===== src/rtl/cmul_pkg.sv =====
// Shared widths, field packing and helpers for the complex-multiplier arbiter,
// its multiplier core and its testbench.
package cmul_pkg;

  localparam int unsigned CMUL_DW = 16;
  localparam int unsigned OPW     = 4 * CMUL_DW;
  localparam int unsigned PW      = 2 * CMUL_DW + 1;
  localparam int unsigned RESW    = 2 * PW;

  // Field order of one requester slice of req_data and of mul_op_data (MSB first).
  typedef struct packed {
    logic signed [CMUL_DW-1:0] a_re;
    logic signed [CMUL_DW-1:0] a_im;
    logic signed [CMUL_DW-1:0] b_re;
    logic signed [CMUL_DW-1:0] b_im;
  } cmul_op_t;

  // Field order of mul_res_data and rsp_data (MSB first).
  typedef struct packed {
    logic signed [PW-1:0] p_re;
    logic signed [PW-1:0] p_im;
  } cmul_res_t;

  function automatic int unsigned id_width(input int unsigned n);
    return (n > 1) ? $clog2(n) : 1;
  endfunction

endpackage


===== src/rtl/sync_fifo.sv =====
// Single-clock show-ahead FIFO: rdata_o presents the head entry whenever empty_o is low.
module sync_fifo #(
  parameter int unsigned Width = 8,
  parameter int unsigned Depth = 4
) (
  input  logic             clk,
  input  logic             rst,
  input  logic             push_i,
  input  logic [Width-1:0] wdata_i,
  input  logic             pop_i,
  output logic [Width-1:0] rdata_o,
  output logic             full_o,
  output logic             empty_o
);

  localparam int unsigned PtrW = (Depth > 1) ? $clog2(Depth) : 1;
  localparam int unsigned CntW = $clog2(Depth + 1);

  logic [Width-1:0] mem_q [Depth];
  logic [PtrW-1:0]  wptr_q, wptr_d, rptr_q, rptr_d;
  logic [CntW-1:0]  cnt_q, cnt_d;
  logic             do_push, do_pop;

  assign full_o  = (cnt_q == CntW'(Depth));
  assign empty_o = (cnt_q == '0);
  assign do_push = push_i && !full_o;
  assign do_pop  = pop_i && !empty_o;
  assign rdata_o = mem_q[rptr_q];

  always_comb begin
    wptr_d = wptr_q;
    rptr_d = rptr_q;
    cnt_d  = cnt_q;
    if (do_push) begin
      wptr_d = (wptr_q == PtrW'(Depth - 1)) ? '0 : wptr_q + PtrW'(1);
    end
    if (do_pop) begin
      rptr_d = (rptr_q == PtrW'(Depth - 1)) ? '0 : rptr_q + PtrW'(1);
    end
    unique case ({do_push, do_pop})
      2'b10:   cnt_d = cnt_q + CntW'(1);
      2'b01:   cnt_d = cnt_q - CntW'(1);
      default: cnt_d = cnt_q;
    endcase
  end

  always_ff @(posedge clk or posedge rst) begin
    if (rst) begin
      wptr_q <= '0;
      rptr_q <= '0;
      cnt_q  <= '0;
    end else begin
      wptr_q <= wptr_d;
      rptr_q <= rptr_d;
      cnt_q  <= cnt_d;
    end
  end

  // Storage needs no reset; entries are only visible once pushed.
  always_ff @(posedge clk) begin
    if (do_push) begin
      mem_q[wptr_q] <= wdata_i;
    end
  end

endmodule


===== src/rtl/cmul_arbiter.sv =====
// Round-robin scheduler sharing one pipelined complex multiplier among NREQ requesters,
// returning tagged results in issue order through a credit-limited result FIFO.
module cmul_arbiter
  import cmul_pkg::*;
#(
  parameter int unsigned NREQ  = 4,
  parameter int unsigned DW    = CMUL_DW,
  parameter int unsigned LAT   = 3,
  parameter int unsigned DEPTH = 4
) (
  input  logic                        clk,
  input  logic                        rst,
  input  logic [NREQ-1:0]             req_valid,
  output logic [NREQ-1:0]             req_ready,
  input  logic [NREQ*4*DW-1:0]        req_data,
  output logic                        mul_op_valid,
  output logic [4*DW-1:0]             mul_op_data,
  input  logic                        mul_res_valid,
  input  logic [2*(2*DW+1)-1:0]       mul_res_data,
  output logic                        rsp_valid,
  input  logic                        rsp_ready,
  output logic [id_width(NREQ)-1:0]   rsp_id,
  output logic [2*(2*DW+1)-1:0]       rsp_data,
  output logic                        err_unexp
);

  localparam int unsigned IdW  = id_width(NREQ);
  localparam int unsigned OpW  = 4 * DW;
  localparam int unsigned ResW = 2 * (2 * DW + 1);
  localparam int unsigned RfW  = IdW + ResW;
  localparam int unsigned CntW = $clog2(DEPTH + 1);
  localparam int unsigned BlkW = $clog2(LAT + 1);

  logic [IdW-1:0]  ptr_q, ptr_d;
  logic [CntW-1:0] cnt_q, cnt_d;
  logic [BlkW-1:0] blank_q, blank_d;
  logic            err_q, err_d;
  logic            op_valid_q, op_valid_d;
  logic [OpW-1:0]  op_data_q, op_data_d;

  logic [OpW-1:0]  req_ops [NREQ];
  logic [NREQ-1:0] vshift;
  int unsigned     cand;
  logic            gnt_any, issue_ok, gnt_fire, rsp_fire;
  logic [IdW-1:0]  gnt_idx;

  logic            res_live, id_pop, id_empty, id_full;
  logic [IdW-1:0]  id_head;
  logic [RfW-1:0]  rf_head;
  logic            rf_empty, rf_full;
  logic            unused_full;

  for (genvar g = 0; g < NREQ; g++) begin : g_slice
    assign req_ops[g] = req_data[g*OpW +: OpW];
  end

  // First valid requester searching upward from ptr_q + 1, wrapping at NREQ.
  always_comb begin
    gnt_any = 1'b0;
    gnt_idx = '0;
    cand    = 0;
    vshift  = '0;
    for (int unsigned k = 1; k <= NREQ; k++) begin
      cand   = (32'(ptr_q) + k) % NREQ;
      vshift = req_valid >> cand;
      if (!gnt_any && vshift[0]) begin
        gnt_any = 1'b1;
        gnt_idx = IdW'(cand);
      end
    end
  end

  assign issue_ok  = !rst && (cnt_q < CntW'(DEPTH));
  assign gnt_fire  = issue_ok && gnt_any;
  assign req_ready = gnt_fire ? (NREQ'(1) << gnt_idx) : '0;
  assign rsp_fire  = rsp_valid && rsp_ready;

  // Results landing during the post-reset blanking window belong to pre-reset issues.
  assign res_live = mul_res_valid && (blank_q == '0);
  assign id_pop   = res_live && !id_empty;

  always_comb begin
    ptr_d      = gnt_fire ? gnt_idx : ptr_q;
    op_valid_d = gnt_fire;
    op_data_d  = gnt_fire ? req_ops[gnt_idx] : op_data_q;
    blank_d    = (blank_q != '0) ? blank_q - BlkW'(1) : blank_q;
    err_d      = err_q || (res_live && id_empty);
    unique case ({gnt_fire, rsp_fire})
      2'b10:   cnt_d = cnt_q + CntW'(1);
      2'b01:   cnt_d = cnt_q - CntW'(1);
      default: cnt_d = cnt_q;
    endcase
  end

  always_ff @(posedge clk or posedge rst) begin
    if (rst) begin
      ptr_q      <= IdW'(NREQ - 1);
      cnt_q      <= '0;
      blank_q    <= BlkW'(LAT);
      err_q      <= 1'b0;
      op_valid_q <= 1'b0;
      op_data_q  <= '0;
    end else begin
      ptr_q      <= ptr_d;
      cnt_q      <= cnt_d;
      blank_q    <= blank_d;
      err_q      <= err_d;
      op_valid_q <= op_valid_d;
      op_data_q  <= op_data_d;
    end
  end

  sync_fifo #(
    .Width (IdW),
    .Depth (DEPTH)
  ) u_id_fifo (
    .clk     (clk),
    .rst     (rst),
    .push_i  (gnt_fire),
    .wdata_i (gnt_idx),
    .pop_i   (id_pop),
    .rdata_o (id_head),
    .full_o  (id_full),
    .empty_o (id_empty)
  );

  sync_fifo #(
    .Width (RfW),
    .Depth (DEPTH)
  ) u_res_fifo (
    .clk     (clk),
    .rst     (rst),
    .push_i  (id_pop),
    .wdata_i ({id_head, mul_res_data}),
    .pop_i   (rsp_fire),
    .rdata_o (rf_head),
    .full_o  (rf_full),
    .empty_o (rf_empty)
  );

  // Credits bound both FIFOs, so their full flags never gate anything.
  assign unused_full = id_full ^ rf_full;

  assign mul_op_valid = op_valid_q;
  assign mul_op_data  = op_data_q;
  assign rsp_valid    = !rf_empty;
  assign rsp_id       = rsp_valid ? rf_head[RfW-1 -: IdW] : '0;
  assign rsp_data     = rsp_valid ? rf_head[ResW-1:0] : '0;
  assign err_unexp    = err_q;

endmodule


===== config.mk =====
export PLATFORM = sky130hd
export DESIGN_NAME = cmul_arbiter
export DESIGN_NICKNAME = d
export VERILOG_FILES = /design/src/rtl/cmul_pkg.sv /design/src/rtl/sync_fifo.sv /design/src/rtl/cmul_arbiter.sv
export SDC_FILE = /design/constraint.sdc
export NUM_CORES = 1
export LEC_CHECK = 0
export CORE_UTILIZATION = 48
export DETAILED_ROUTE_END_ITERATION = 6
export PLACE_DENSITY = 0.88
export SLEW_MARGIN = 10
export SYNTH_ARGS = -nofsm -noshare
export SYNTH_HDL_FRONTEND = slang
export SYNTH_SLANG_ARGS = --single-unit

===== constraint.sdc =====
create_clock -name clk -period 3.97 [get_ports clk]
set_clock_uncertainty 0.15 [all_clocks]
set_input_delay 0.397 -clock clk [delete_from_list [all_inputs] [get_ports clk]]
set_output_delay 0.397 -clock clk [all_outputs]
set_load 0.01 [all_outputs]

==> flow_summary.json <==
{
  "grtUsageTotal_pct": 29.5,
  "tns_ps": 0,
  "busiest_layer": "met2",
  "ys_types": 43,
  "die_h_um": 183,
  "fillCellCount": 2108,
  "synth_top_area_share_pct": 53.3,
  "startpoint": "u_res_fifo.rptr_q[0]",
  "viasPerCell": 5.90,
  "seq_area_frac_synth_pct": 67.1,
  "outcome": "finished clean",
  "vdd_drop_max_uv": 344,
  "grt_max_degree": 68,
  "ctsHoldBuffers": 0,
  "cts_resized": 0,
  "syn_area_um2": 15800,
  "p_per_area_nw_per_um2": 728,
  "postCtsSetupBuffers": 0,
  "rsz0062_at_grt": "no",
  "grt-ovfl-total": 0,
  "maxSlewHeadroom_pct": 31.2,
  "num_vias": 11600,
  "cts_buffers": 39,
  "ff_latch_area_um2": 10600,
  "htreeDepth": 2,
  "hold_viol_final": 0,
  "ant_nets": 0,
  "crit_fanout": 27,
  "drt-initial-drc-count": 1115,
  "cap_violations": 0,
  "worstReg2RegStart": "blank_q[0]",
  "crit_type": "reg2out",
  "syn_to_final_growth_pct": 41.6,
  "cts_buffer_depth": 3,
  "finalNetCount": 1832,
  "synthArstFlopShare_pct": 23.7,
  "cts.sinks": 367,
  "cp.required_ps": 3420,
  "gr-usage-met2_pct": 47.2,
  "period_share_pct": 87.4,
  "grt_pass1_vias": 11800,
  "coreArea_um2": 32500,
  "gp_congestion": 0.956,
  "avgSynthCellArea_um2": 15.4,
  "hold_path_class": "in2async",
  "io_pins": 469,
  "die_w_um": 183,
  "routed_wl_um": 49800,
  "drc": 0,
  "setup_viol": 0,
  "setup.worst_path.end_class": "primary output",
  "min_period_ps": 3470,
  "start_util_pct": 48.6,
  "yosysWarnings": 0,
  "syn-num-nets": 1375,
  "synth_edf_count": 280,
  "leakagePower_nw": 7.72,
  "max_freq_ghz": 0.288,
  "antenna_found_initial": 18,
  "cts.clk_slew.worst_paths_ps": 60,
  "yosysTopAreaCell": "edfxtp_1",
  "critPathLaunchType": "flip-flop",
  "synthTopCellsByArea": "edfxtp_1 (53%), dfrtp_1 (13%), mux4_2 (10%)",
  "cts_root_buf": "clkbuf_16",
  "dpl.cell_count": 1886,
  "drive_above_1_share_pct": 12.3,
  "insertion_delay_ps": 520,
  "grt_use_met1_pct": 36.1,
  "first_pass_iters": 5,
  "arrival_ps": 2920,
  "portBuffers": 468,
  "dieArea_um2": 33600,
  "tritoncts": "built",
  "dp.final_hpwl_um": 35300,
  "final_cells": 1972,
  "grt_pass1_wl_um": 72700,
  "drt-wirelength-per-cell_um": 25.3,
  "multi_input_area_um2": 4790,
  "postSynthCellCount": 1028,
  "tightest_slew_ps": 1030,
  "finalMaxSlewViolations": 0,
  "ys_ff_latch": 367,
  "synthFlopType": "edfxtp_1",
  "use_met3_pct": 10.3,
  "num_rows": 66
}
[cell type report]
type	count	area share, %
Clock inverter	24	1.19
Timing Repair Buffer	497	22.4
Multi-Input combinational cell	556	21.4
Antenna cell	15	0.168
Tap cell	442	2.47
Sequential cell	367	47.4
Clock buffer	47	4.50
Inverter	24	0.414
[stage by stage]
| stage | power [mW] | hold slack [ps] | util [%] | setup slack (ps) | instance area (µm²) |
|---|---|---|---|---|---|
| after floorplan | 9.33 | 286 | - | 579 | 15800 |
| after global placement | 12.5 | 309 | 64.8 | 603 | 21000 |
| after detailed placement | 12.7 | 304 | 64.8 | 532 | 21000 |
| after CTS | 16.4 | 39.1 | 68.8 | 426 | 22300 |
| after global routing | 17.1 | 71.9 | 68.9 | 346 | 22300 |
| final | 16.3 | 49.8 | 68.9 | 499 | 22400 |
[power by group]
part	switching [mW]	internal [mW]	total [mW]	leakage [nW]
sequential	0.608	5.28	5.88	3.54
combinational	3.21	3.57	6.78	3.56
clock	1.47	2.14	3.62	0.623
total	5.29	11.0	16.3	7.72
[logic make-up (layout without fill, tap and decap cells)]
kind of cell	Yosys count	in the layout	synth area share, %
compound gates	212	212	10.3
xor+xnor	10	10	0.555
fa+ha+maj	17	17	1.49
buf+inv	105	592	2.74
flops	367	367	67.1
mux	81	81	10.7
other cells	0	15	0
simple gates	236	236	7.12
[cells in the mapped netlist (2+ instances only)]
cell type,count
edfxtp_1,280
dfrtp_1,83
and2_1,79
nor2_1,74
mux4_2,70
nand2_1,67
a221oi_1,65
a31oi_1,65
o211ai_1,64
clkbuf_1,58
inv_1,23
buf_2,19
ha_1,14
mux2_2,7
xor2_1,6
buf_4,4
dfstp_2,4
mux2i_1,4
xnor2_1,4
fa_1,3
or3_1,3
a21o_1,2
a21oi_1,2
a22o_1,2
and3_1,2
nand2b_1,2
nand3b_1,2
nor2b_1,2
nor3_1,2
nor4_1,2
o21ai_0,2
[worst max-delay path, stage by stage (launching register included)]
cell and delay [ps]:
dfrtp_4 790, buf_4 370, mux4_2 530, and2_1 180
clkdlybuf4s50_1 540
[routing by layer]
| metal | up-vias | routed length (µm) | part of all wire (%) |
|---|---|---|---|
| li1 | 4980 | - | - |
| met1 | 5795 | 17700 | 35 |
| met2 | 708 | 23700 | 48 |
| met3 | 149 | 5840 | 12 |
| met4 | 12 | 2510 | 5.0 |
| met5 | - | 90 | 0.18 |
[path summary, 6_finish.rpt]
kind / slack [ps] / cells past startpoint / endpoint
max reg2reg: 1140 / 6 / u_res_fifo.mem_q[0][22]
max in group asynchronous: 2710 / 3 / err_unexp
min: 50 / 2 / cnt_q[2]
min in group clk: 290 / 3 / mul_op_data[38]
max: 500 / 4 / rsp_data[15]
min reg2reg: 310 / 1 / err_unexp
[cells in the final DEF, fill, tap and decap left out, types with 3 or more instances in the layout]
cell	Yosys	routed
a31oi_1	65	65
bufinv_16	0	5
xnor2_1	4	4
dfstp_2	4	4
ha_1	14	14
mux2_2	7	7
and2_4	0	4
dfrtp_1	83	81
fa_1	3	3
o211ai_1	64	64
buf_12	0	9
mux2i_1	4	4
a221oi_1	65	65
diode_2	0	15
clkinv_2	0	9
edfxtp_1	280	280
and2_1	79	75
inv_1	23	22
nand2_1	67	67
clkdlybuf4s50_1	0	467
mux4_2	70	70
clkbuf_16	0	39
clkinv_1	0	6
nor2_1	74	74
buf_4	4	20
xor2_1	6	6
clkbuf_1	58	8
[state kept, by name, indices dropped and copies added (netlist names)]
name and cells:
u_id_fifo.rptr_q 2, u_res_fifo.cnt_q 3, u_id_fifo.cnt_q 3, blank_q 2, ptr_q 2, u_id_fifo.wptr_q 2, u_res_fifo.wptr_q 2, err_unexp 1
mul_op_valid 1, cnt_q 3, mul_op_data 64, u_res_fifo.mem_q 272, u_res_fifo.rptr_q 2, u_id_fifo.mem_q 8
Note: power is estimated with default switching activity, not from simulation.
